<file path="src/rtl/bpc_lookahead_fifo.sv">
// Look-ahead output FIFO between the BPC encoder and the EBPC packer.
// The youngest word is held back until a successor or a late was_last_i tag settles its last bit.
module bpc_lookahead_fifo #(
    parameter int WIDTH = 8,
    parameter int DEPTH = 2,
    parameter int CNT_W = $clog2(DEPTH + 1)
) (
    input  logic             clk_i,
    input  logic             rst_ni,
    input  logic             clr_i,
    input  logic [WIDTH-1:0] data_i,
    input  logic             last_i,
    input  logic             vld_i,
    output logic             rdy_o,
    input  logic             was_last_i,
    output logic [WIDTH-1:0] data_o,
    output logic             last_o,
    output logic             vld_o,
    input  logic             rdy_i,
    output logic             full_o,
    output logic [CNT_W-1:0] count_o
);
    localparam int               PTR_W    = (DEPTH > 1) ? $clog2(DEPTH) : 1;
    localparam logic [PTR_W-1:0] PTR_MAX  = PTR_W'(DEPTH - 1);
    localparam logic [PTR_W-1:0] PTR_ONE  = PTR_W'(1);
    localparam logic [CNT_W-1:0] CNT_ONE  = CNT_W'(1);
    localparam logic [CNT_W-1:0] CNT_FULL = CNT_W'(DEPTH);

    if (DEPTH < 1) begin : g_bad_depth
        $error("bpc_lookahead_fifo: DEPTH must be at least 1");
    end

    logic [WIDTH-1:0] r_data [DEPTH];
    logic [DEPTH-1:0] r_last;
    logic [PTR_W-1:0] r_rd_ptr;
    logic [PTR_W-1:0] r_wr_ptr;
    logic [CNT_W-1:0] r_count;

    logic             w_push;
    logic             w_pop;
    logic             w_tag;
    logic             w_cnt_nz;
    logic             w_cnt_one;
    logic             w_head_last;
    logic [PTR_W-1:0] w_young_ptr;
    logic [PTR_W-1:0] w_rd_nxt;
    logic [PTR_W-1:0] w_wr_nxt;

    // Handshake, release and tagging decisions
    always_comb begin
        w_cnt_nz    = (r_count != {CNT_W{1'b0}});
        w_cnt_one   = (r_count == CNT_ONE);
        // stale last bits of already popped slots are masked by the occupancy test
        w_head_last = w_cnt_nz & r_last[r_rd_ptr];
        vld_o       = ~clr_i & ((r_count > CNT_ONE) | w_head_last |
                                (w_cnt_one & (vld_i | was_last_i)));
        last_o      = w_head_last | (w_cnt_one & was_last_i);
        w_pop       = vld_o & rdy_i;
        rdy_o       = ~clr_i & ((r_count < CNT_FULL) | w_pop);
        w_push      = vld_i & rdy_o;
        w_tag       = was_last_i & w_cnt_nz;
        w_young_ptr = (r_wr_ptr == {PTR_W{1'b0}}) ? PTR_MAX : (r_wr_ptr - PTR_ONE);
        w_rd_nxt    = (r_rd_ptr == PTR_MAX) ? {PTR_W{1'b0}} : (r_rd_ptr + PTR_ONE);
        w_wr_nxt    = (r_wr_ptr == PTR_MAX) ? {PTR_W{1'b0}} : (r_wr_ptr + PTR_ONE);
    end

    // Storage, pointers and occupancy; clear wins over every other update
    always_ff @(posedge clk_i or negedge rst_ni) begin
        if (!rst_ni) begin
            for (int i = 0; i < DEPTH; i++) begin
                r_data[i] <= {WIDTH{1'b0}};
            end
            r_last   <= {DEPTH{1'b0}};
            r_rd_ptr <= {PTR_W{1'b0}};
            r_wr_ptr <= {PTR_W{1'b0}};
            r_count  <= {CNT_W{1'b0}};
        end else if (clr_i) begin
            r_last   <= {DEPTH{1'b0}};
            r_rd_ptr <= {PTR_W{1'b0}};
            r_wr_ptr <= {PTR_W{1'b0}};
            r_count  <= {CNT_W{1'b0}};
        end else begin
            // the tag targets the pre-push youngest word; a push into the same slot overrides it
            if (w_tag) begin
                r_last[w_young_ptr] <= 1'b1;
            end
            if (w_push) begin
                r_data[r_wr_ptr] <= data_i;
                r_last[r_wr_ptr] <= last_i;
                r_wr_ptr         <= w_wr_nxt;
            end
            if (w_pop) begin
                r_rd_ptr <= w_rd_nxt;
            end
            case ({w_push, w_pop})
                2'b10:   r_count <= r_count + CNT_ONE;
                2'b01:   r_count <= r_count - CNT_ONE;
                default: r_count <= r_count;
            endcase
        end
    end

    assign data_o  = r_data[r_rd_ptr];
    assign full_o  = (r_count == CNT_FULL);
    assign count_o = r_count;

    bpc_lookahead_fifo_chk #(
        .CNT_W (CNT_W)
    ) u_chk (
        .clk_i      (clk_i),
        .rst_ni     (rst_ni),
        .clr_i      (clr_i),
        .was_last_i (was_last_i),
        .count_i    (r_count)
    );
endmodule

// Simulation-only observer: flags a was_last_i that has no stored word to tag.
module bpc_lookahead_fifo_chk #(
    parameter int CNT_W = 2
) (
    input logic             clk_i,
    input logic             rst_ni,
    input logic             clr_i,
    input logic             was_last_i,
    input logic [CNT_W-1:0] count_i
);
    // Report an ignored tag on an empty buffer
    always @(posedge clk_i) begin
        if (rst_ni && !clr_i && was_last_i && (count_i == {CNT_W{1'b0}})) begin
            $warning("bpc_lookahead_fifo: was_last_i on empty buffer ignored");
        end
    end
endmodule

</file>
<file path="config.mk">
export PLATFORM = sky130hd
export DESIGN_NAME = bpc_lookahead_fifo
export DESIGN_NICKNAME = d
export VERILOG_FILES = /design/src/rtl/bpc_lookahead_fifo.sv
export SDC_FILE = /design/constraint.sdc
export NUM_CORES = 1
export LEC_CHECK = 0
export ABC_AREA = 1
export CAP_MARGIN = 15
export CORE_UTILIZATION = 40
export DETAILED_ROUTE_END_ITERATION = 16
export PLACE_DENSITY_LB_ADDON = 0.25
export SYNTH_ARGS = -nofsm -noshare
export SYNTH_HDL_FRONTEND = slang
export SYNTH_SLANG_ARGS = --single-unit
</file>
<file path="constraint.sdc">
create_clock -name clk_i -period 2 [get_ports clk_i]
set_clock_uncertainty 0.1 [all_clocks]
set_input_delay 0.2 -clock clk_i [delete_from_list [all_inputs] [get_ports clk_i]]
set_output_delay 0.2 -clock clk_i [all_outputs]
set_load 0.01 [all_outputs]
</file>
==> results.md, run 1 <==
* Required time of the critical path at 1.70 ns
* Bufs on Longest Clock Path at 2
* Post-synth cell types at 17
* Max frequency at 0.5168 GHz
* Worst min path class: input port to async pin
* CP Cell Sequence: buf_4, buf_4, ha_1, clkdlybuf4s50_1
* Post-synthesis net count at 171
* Pre-CTS setup slack at 0.01858 ns
* Max Slew Vio Count at 0
* Status: finished, violations left
* Crit Path Class: register to output pin
* # port buffers at 28
* Share of the synthesized area in the top cell type at 43.82%
* Reg2reg path depth at 12
* Most common cell after layout, fill and taps aside: nand2_1
* Setup total negative slack at 0 ns
* M1 GR Usage at 21.76%
* Synthesized instance count at 153
* Initial antenna violation count at 0
* Fin crit period at 1.935 ns
* H-tree lvl count at 1
* Met2 Use GR at 31.53%
* DR iter-0 viols at 53
* Worst-path clk slew at 0.12 ns
* Site Rows at 19
* Hold Fails Final Rpt at 0
* Die X at 58.04 um
* CP endpoint kind: output pin
* Root Driver: clkbuf_4
* GRT Util Overall at 17.95%
* Final core utilization at 61.11%
* Clock Sinks at 22
* Slew margin rel. at 79.26%
* Arrival time at the worst endpoint at 1.63 ns
* Delay of the slowest critical-path stage at 0.47 ns
* # hold bufs at CTS at 0
* First-pass GRT wire length at 4588 um
* Fin crit share at 96.75%
* Yosys warns at 0
* Total global routing overflow at 0
* DR vias at 1154
* Largest net degree at the start of global routing at 23
* Failing checks: design-rule violations
* Wire length reported by the detailed router at 2987 um
* Worst Max-Slew Pin Slew at 0.3111 ns
* Busiest grt layer: met2
* PnR worst setup slack at 0.06503 ns
* Vias in the first global route at 1051
* Routing usage on met3 at 2.679%
* CTS tree: yes
* Most frequent cells in the layout: nand2_1 (56), clkdlybuf4s50_1 (25), dfrtp_1 (21)
* Layout cells sized above 1 at 26.67%
* Final net count at 214
* WP depth at 4
* Die height at 58.04 um
* Leakage at 0.8671 nW
* CP Max Fanout at 5
* Power Density at 1354 nW/um^2
* Slowest CP cell: clkdlybuf4s50_1
* Max-cap violations at 0
* Placed Area at 1623 sq um
* Largest area contributor in the netlist: dfrtp_1
* Critical Path Source Type: register
* Mapped Area at 1256 sq um
* Layout area overhead at 39.94%
* Wire length per cell at 12.60 um
* Die ar. at 3369 sq um
* Top cells by area, synth: dfrtp_1 (44%), nand2_1 (17%), o21ai_2 (11%)
* Synth Register Bits at 22
* Clock latency on the worst-skew pair at 0.31 ns
* Maximum VDD drop at 0.0006718 V
* Area of the core at 2877 sq um
* Top Family by Delay on Critical Path: buffers and inverters
* RSZ-0062 raised after global routing: true
* Post-DP HPWL at 1941 um
* First drt pass iteration count at 10
* Initial core utilization at 43.67%
* ANT cells at 0
* Avg Synthesized Cell Area at 8.210 sq um
* Vias/cell at 4.869
* Most common cell on crit path: buf_4
* Routability cong. at 0.8125
* I/O pin cnt at 29
* CTS Buf Count at 3
* Routed Antenna Nets at 0
* Worst Path Buf+Inv at 3
* Register area share after synthesis at 43.82%
* Final setup fails at 0
* DRC at 2
* Post-route cell area at 1758 sq um
* Total Power at 2.381 mW
## routing by layer
layer	part of all wire [%]	routed length (um)
met1	44	1327
met5	0	0
met2	50	1502
met4	1.2	37
met3	4.0	120
## cells by family (layout without fill, tap and decap cells)
logic type | count (synthesis) | count (layout) | synth area share (%)
AND/OR/NAND/NOR | 82 | 85 | 29.98
flip-flops | 22 | 22 | 43.82
AO/OA/AOI/OAI | 23 | 23 | 14.84
adder cells (fa/ha/maj) | 3 | 3 | 2.988
buffers and inverters | 23 | 62 | 8.366
## final cells by class
type                    instances  area, sq um
fillers                       252         1119
repair buffers                 39        361.6
well taps                      42        52.55
inverters                      19        71.32
clock inverters                 1        30.03
multi-input cells             111        668.1
flip-flops and latches         22        551.8
clock buffers                   3        22.52
## synthesized netlist by cell type (all sizes together)
library cell  count
nand3            11
o21ai            20
nand4             3
nor2              7
dfrtp            22
ha                3
inv              19
clkbuf            1
buf               3
nand2            61
a21oi             3
## final timing paths
path | startpoint | to | slack (ns)
worst max-delay path | count_o[1]$_DFFE_PN0P_ | full_o | 0.07
worst min-delay path | rst_ni | r_data[15]$_DFFE_PN0P_ | 0.12
worst max register to register | count_o[1]$_DFFE_PN0P_ | r_data[13]$_DFFE_PN0P_ | 0.11
worst min register to register | r_data[3]$_DFFE_PN0P_ | r_data[3]$_DFFE_PN0P_ | 0.39
max in group asynchronous | rst_ni | count_o[0]$_DFFE_PN0P_ | 1.45
min in group clk_i | data_i[1] | r_data[1]$_DFFE_PN0P_ | 0.37
## power breakdown
| part | internal, mW | total [mW] | switching (mW) |
|---|---|---|---|
| combinational | 0.608 | 1.27 | 0.661 |
| sequential | 0.643 | 0.776 | 0.134 |
| clock | 0.203 | 0.335 | 0.133 |
| total | 1.45 | 2.38 | 0.928 |
## registers in the layout (all words and copies together), names as in the netlist
| signal | count |
|---|---|
| r_wr_ptr | 1 |
| r_data | 16 |
| r_last | 2 |
| count_o | 2 |
| r_rd_ptr | 1 |
## per-stage QoR
step | hold WS, ns | std cells
floorplan | -0.1956 | 153
global placement | 0.3627 | 228
detailed placement | 0.3681 | 228
CTS | 0.1160 | 233
global route | 0.1409 | 237
finish | 0.1156 | 237
## timing repair
| item | in CTS | in global routing |
|---|---|---|
| gates cloned | 0 | 3 |
| setup endpoints to repair | 5 | 19 |
| resized for setup | 7 | 12 |
| pin swaps | 0 | 1 |
| setup buffers | 1 | 1 |
Power figures use the tool's default switching activity.
==> inputs of run 2 (changes only) <==
MAX_ROUTING_LAYER = met4   (was default)
SKIP_LAST_GASP = 1   (was default)
==> run 2 against run 1 <==
The flow still finishes with violations (design-rule violations). Clock power about the same. Via count up 0.17%. Register-to-register slack about the same. Combinational power about the same. Global-route usage up 0.36 points. Hold slack worse by 0.0036 ns. Cell area down 1.4%. Critical endpoint unchanged. Largest power group unchanged.
==> results.md, run 2 (same netlist as run 1, synthesis figures left out) <==
* Die ar. at 3369 sq um
* Worst min path class: input port to async pin
* Die X at 58.04 um
* CP endpoint kind: output pin
* Setup slack, reg-to-reg at 0.11 ns
* Vias in the first global route at 1044
* Total Power at 2.356 mW
* I/O pin cnt at 29
* Clock latency on the worst-skew pair at 0.31 ns
* Crit Path Class: register to output pin
* Failing checks: design-rule violations
* Layout cells sized above 1 at 24.62%
* Busiest grt layer: met2
* Initial core utilization at 43.67%
* Die height at 58.04 um
* # hold bufs at CTS at 0
* Final setup fails at 0
* Critical Path Source Type: register
* Register Area at 550.5 sq um
* Required time of the critical path at 1.70 ns
* CTS tree: yes
* Layout area overhead at 37.95%
* CP Max Fanout at 5
* CTS Buf Count at 3
* Power Density at 1360 nW/um^2
* Vias/cell at 4.878
* DR iter-0 viols at 49
* GRT Util Overall at 18.31%
* Most common cell after layout, fill and taps aside: nand2_1
* H-tree lvl count at 1
* Max Slew Vio Count at 0
* ANT cells at 0
* Wire length per cell at 12.48 um
* Max frequency at 0.5149 GHz
* Routability cong. at 0.8245
* Total global routing overflow at 0
* Hold Fails Final Rpt at 0
* Most frequent cells in the layout: nand2_1 (56), clkdlybuf4s50_1 (25), dfrtp_1 (22)
* Max reg flops at 16
* Maximum VDD drop at 0.0006687 V
* Final net count at 214
* Final Instance Count excl. Fillers at 237
* Worst r2r dst: r_data[13]$_DFFE_PN0P_
* Arrival time at the worst endpoint at 1.64 ns
* Fillers at 253
* Routed Antenna Nets at 0
* RSZ-0062 raised after global routing: true
* Leakage at 0.8637 nW
* Routing usage on met3 at 2.232%
* Fin crit share at 97.11%
* CP Launch Point: count_o[1]$_DFFE_PN0P_
* Reg2reg path depth at 12
* Initial antenna violation count at 0
* Wire length reported by the detailed router at 2957 um
* DR vias at 1156
* Placed cells at 228
* FF-to-FF Start: count_o[1]$_DFFE_PN0P_
* Root Driver: clkbuf_4
* M1 GR Usage at 21.76%
* Bufs on Longest Clock Path at 2
* Slew margin rel. at 79.01%
* Final core utilization at 60.24%
* Largest net degree at the start of global routing at 23
* Status: finished, violations left
* Worst Max-Slew Pin Slew at 0.3149 ns
* Worst-path clk slew at 0.12 ns
* First drt pass iteration count at 10
* Max-cap violations at 0
* Area of the core at 2877 sq um
* Met2 Use GR at 31.20%
* Fin crit period at 1.942 ns
* Site Rows at 19
* Post-DP HPWL at 1941 um
* First-pass GRT wire length at 4533 um
* Largest Register: r_data
* # port buffers at 28
* DRC at 2
* Clock Sinks at 22
* Worst Setup EP: full_o
* Multi-input logic area at 650.6 sq um
==> run 2: cell types whose count changed in the layout (fill, tap and decap cells not counted) <==
cell,previous run,this run
nand3_1,7,8
dfrtp_1,21,22
nor2_1,6,7
inv_2,3,2
nand3_2,2,1
dfrtp_2,1,0
nor2_2,1,0
buf_6,2,1
ha_4,1,0
inv_1,16,17
clkbuf_2,1,2
ha_2,0,1
==> run 2: cell type report <==
| class | count | share of cell area (%) |
|---|---|---|
| clock buffer | 3 | 1.300 |
| clock inverter | 1 | 1.733 |
| inverter | 19 | 4.116 |
| multi-input combinational | 111 | 37.55 |
| sequential | 22 | 31.77 |
| tap | 42 | 3.032 |
| timing repair buffer | 39 | 20.51 |
==> run 2: what timing repair did <==
item	in CTS	in global routing
gates cloned	0	3
endpoints found under the setup margin	5	19
gates resized for setup	4	8
pin swaps	0	0
buffers inserted	1	1
==> run 2: critical path, stage by stage (launching register included) <==
cell and delay (ns):
dfrtp_1 0.40, buf_4 0.13, buf_4 0.15, ha_1 0.18
clkdlybuf4s50_1 0.47
==> run 2: through the flow <==
stage                     area, sq um  worst slack (ns)  setup TNS, ns  hold WS (ns)
after floorplan                  1256            0.1120              0       -0.1956
final                            1733           0.05771              0        0.1120
after detailed placement         1623           0.01858              0        0.3681
after CTS                        1682          -0.07483       -0.07483        0.1160
after global routing             1733          -0.04943        -0.1153        0.1410
after global placement           1623           0.06075              0        0.3627
==> run 2: metal layers <==
layer  part of all wire (%)  wire [um]
met1                     44       1304
met3                    5.1        150
met5                      0          0
met2                     50       1466
met4                    1.3         37
==> run 2: how the worst min path moves through the flow <==
stage | startpoint | to | slack [ns] | cells after the start
finish | rst_ni | r_data[5]$_DFFE_PN0P_ | 0.11 | 2
global route | rst_ni | r_data[5]$_DFFE_PN0P_ | 0.14 | 2
CTS | rst_ni | r_data[9]$_DFFE_PN0P_ | 0.12 | 2
detailed placement | r_data[4]$_DFFE_PN0P_ | r_data[4]$_DFFE_PN0P_ | 0.37 | 2
global placement | r_data[12]$_DFFE_PN0P_ | r_data[12]$_DFFE_PN0P_ | 0.36 | 2
floorplan | rst_ni | count_o[0]$_DFFE_PN0P_ | -0.20 | 0
==> run 2: power by group <==
part	switching (mW)	internal, mW	total, mW	leakage (nW)
combinational	0.650	0.594	1.24	0.559
clock	0.135	0.203	0.338	0.0279
sequential	0.133	0.642	0.774	0.277
total	0.918	1.44	2.36	0.864
==> inputs of run 3 (changes only) <==
CORE_MARGIN = 4   (was default)
CORE_UTILIZATION = 36   (was 40)
GPL_ROUTABILITY_DRIVEN = 0   (was default)
==> run 3 against run 2 <==
The run now ends clean. Global-route usage is 3.4 points lower. Routed wire length is 0.68% lower. Largest cell class unchanged. Sequential power barely moved. Non-clock buffer count fell by 4. Die area increased by 34%. Sequential share of layout area grew 0.58 points. Flip-flop and latch count did not move. Cell count is 0.42% lower. First-iteration DRC count up 8.2%. Maximum frequency rose by 2.6%.
==> results.md, run 3 (same netlist as run 1, synthesis figures left out) <==
* Status: finished, final reports clean
* Required time of the critical path at 1.70 ns
* Most frequent cells in the layout: nand2_1 (57), dfrtp_1 (22), clkdlybuf4s50_1 (20)
* RSZ-0062 raised after global routing: true
* PnR worst setup slack at 0.1070 ns
* Wire length per cell at 12.44 um
* Worst min path class: input port to async pin
* Maximum VDD drop at 0.0006280 V
* Layout area overhead at 35.46%
* Top Layer Used: met4
* First-pass GRT wire length at 4988 um
* Area of the core at 3363 sq um
* Final setup fails at 0
* H-tree lvl count at 1
* Leakage at 0.8929 nW
* Most common cell after layout, fill and taps aside: nand2_1
* Final core utilization at 50.60%
* Placed cells at 230
* Placed Area at 1613 sq um
* Top Family by Delay on Critical Path: flip-flops
* CTS Buf Count at 3
* Layout cells sized above 1 at 24.21%
* Slowest CP cell: dfrtp_1
* Worst Path Buf+Inv at 1
* # hold bufs at CTS at 0
* DR vias at 1131
* Max frequency at 0.5283 GHz
* Critical Path Source Type: register
* Max reg flops at 16
* Setup total negative slack at 0 ns
* Pre-CTS setup slack at -0.01322 ns
* CP endpoint kind: output pin
* Arrival time at the worst endpoint at 1.59 ns
* Bufs on Longest Clock Path at 2
* Initial antenna violation count at 0
* Clock Sinks at 22
* Fillers at 344
* Crit Path Class: register to output pin
* Largest net degree at the start of global routing at 23
* Final net count at 210
* Vias in the first global route at 1113
* CP Max Fanout at 4
* Root Driver: clkbuf_4
* Fin crit period at 1.893 ns
* Metal-1 WL at 1332 um
* Initial core utilization at 37.35%
* DR iter-0 viols at 53
* Met3 WL at 158 um
* # port buffers at 28
* Max Slew Vio Count at 0
* CP Cell Sequence: ha_2, nand2_1, nand2_1, nor2_2, nand2_2, nand3_4, o21ai_4, buf_6
* Delay of the slowest critical-path stage at 0.45 ns
* Max-cap violations at 0
* Vias/cell at 4.792
* Worst Max-Slew Pin Slew at 0.3234 ns
* Most common cell on crit path: nand2_1
* Die height at 67.07 um
* Multi-input logic area at 655.6 sq um
* I/O pin cnt at 29
* Hold Fails Final Rpt at 0
* Routed Antenna Nets at 0
* Die X at 67.07 um
* Largest Register: r_data
* Final Instance Count excl. Fillers at 236
* Register Area at 550.5 sq um
* DR WL met2 at 1440 um
* Die ar. at 4498 sq um
* Total global routing overflow at 0
* GRT Util Overall at 14.94%
* Worst-path clk slew at 0.12 ns
* Post-CTS Setup Inserts at 0
* DRC at 0
* Post-DP HPWL at 1963 um
* Wire length reported by the detailed router at 2937 um
* First drt pass iteration count at 4
* Post-route cell area at 1702 sq um
* Fin crit share at 94.65%
* Site Rows at 21
* CTS tree: yes
* Slew margin rel. at 78.44%
* Clock latency on the worst-skew pair at 0.30 ns
* ANT cells at 0
* Power Density at 1280 nW/um^2
==> run 3: cell types whose count changed in the layout (fill, tap and decap cells not counted), moves of 2 or more <==
cell / previous run / this run
dlymetal6s2s_1: 0 / 5
buf_4: 10 / 6
clkdlybuf4s50_1: 25 / 20
inv_2: 2 / 4
inv_1: 17 / 15
==> run 3: path summary, 6_finish.rpt <==
kind,startpoint,endpoint,slack [ns],cells past startpoint
min in group clk_i,data_i[3],r_data[11]$_DFFE_PN0P_,0.37,3
max in group asynchronous,rst_ni,count_o[1]$_DFFE_PN0P_,1.44,2
setup / recovery,count_o[0]$_DFFE_PN0P_,rdy_o,0.11,8
hold reg to reg,r_data[1]$_DFFE_PN0P_,r_data[1]$_DFFE_PN0P_,0.39,2
setup reg to reg,count_o[0]$_DFFE_PN0P_,r_data[5]$_DFFE_PN0P_,0.14,11
hold / removal,rst_ni,r_data[10]$_DFFE_PN0P_,0.14,2
==> run 3: area by class of cell <==
type | instances | area share (%)
inverters | 19 | 4.191
multi-input cells | 111 | 38.53
well taps | 46 | 3.382
repair buffers | 35 | 20.22
clock buffers | 3 | 1.324
flip-flops and latches | 22 | 32.35
==> run 3: per-stage QoR <==
stage,hold WS [ns],power [mW]
floorplan,-0.1956,1.460
global placement,0.3632,1.924
detailed placement,0.3676,1.958
CTS,0.1525,2.184
global route,0.1421,2.378
finish,0.1406,2.179
==> run 3: layer usage <==
layer	GRT usage, %	vias to the layer above
met5	-	-
met3	2.192	2
met4	3.797	0
li1	-	566
met1	18.83	526
met2	25.03	37
==> run 3: worst reg2reg max path: stages, from the launching register on <==
cell and delay, ns:
dfrtp_1 0.44, inv_2 0.07, ha_1 0.20, inv_2 0.07, nand3_2 0.10, nand2_2 0.11
nand3_4 0.09, o21ai_4 0.08, buf_6 0.18, nand3_4 0.15, nand2_1 0.12, o21ai_2 0.05
==> run 3: timing repair <==
action | CTS | global route
pin swaps | 0 | 2
endpoints found under the setup margin | 17 | 27
cloned | 2 | 1
gates resized for setup | 5 | 17
==> run 3: power breakdown <==
part           internal, mW  switching (mW)
clock                0.0702           0.130
combinational         0.564           0.644
sequential            0.641           0.129
total                  1.28           0.903
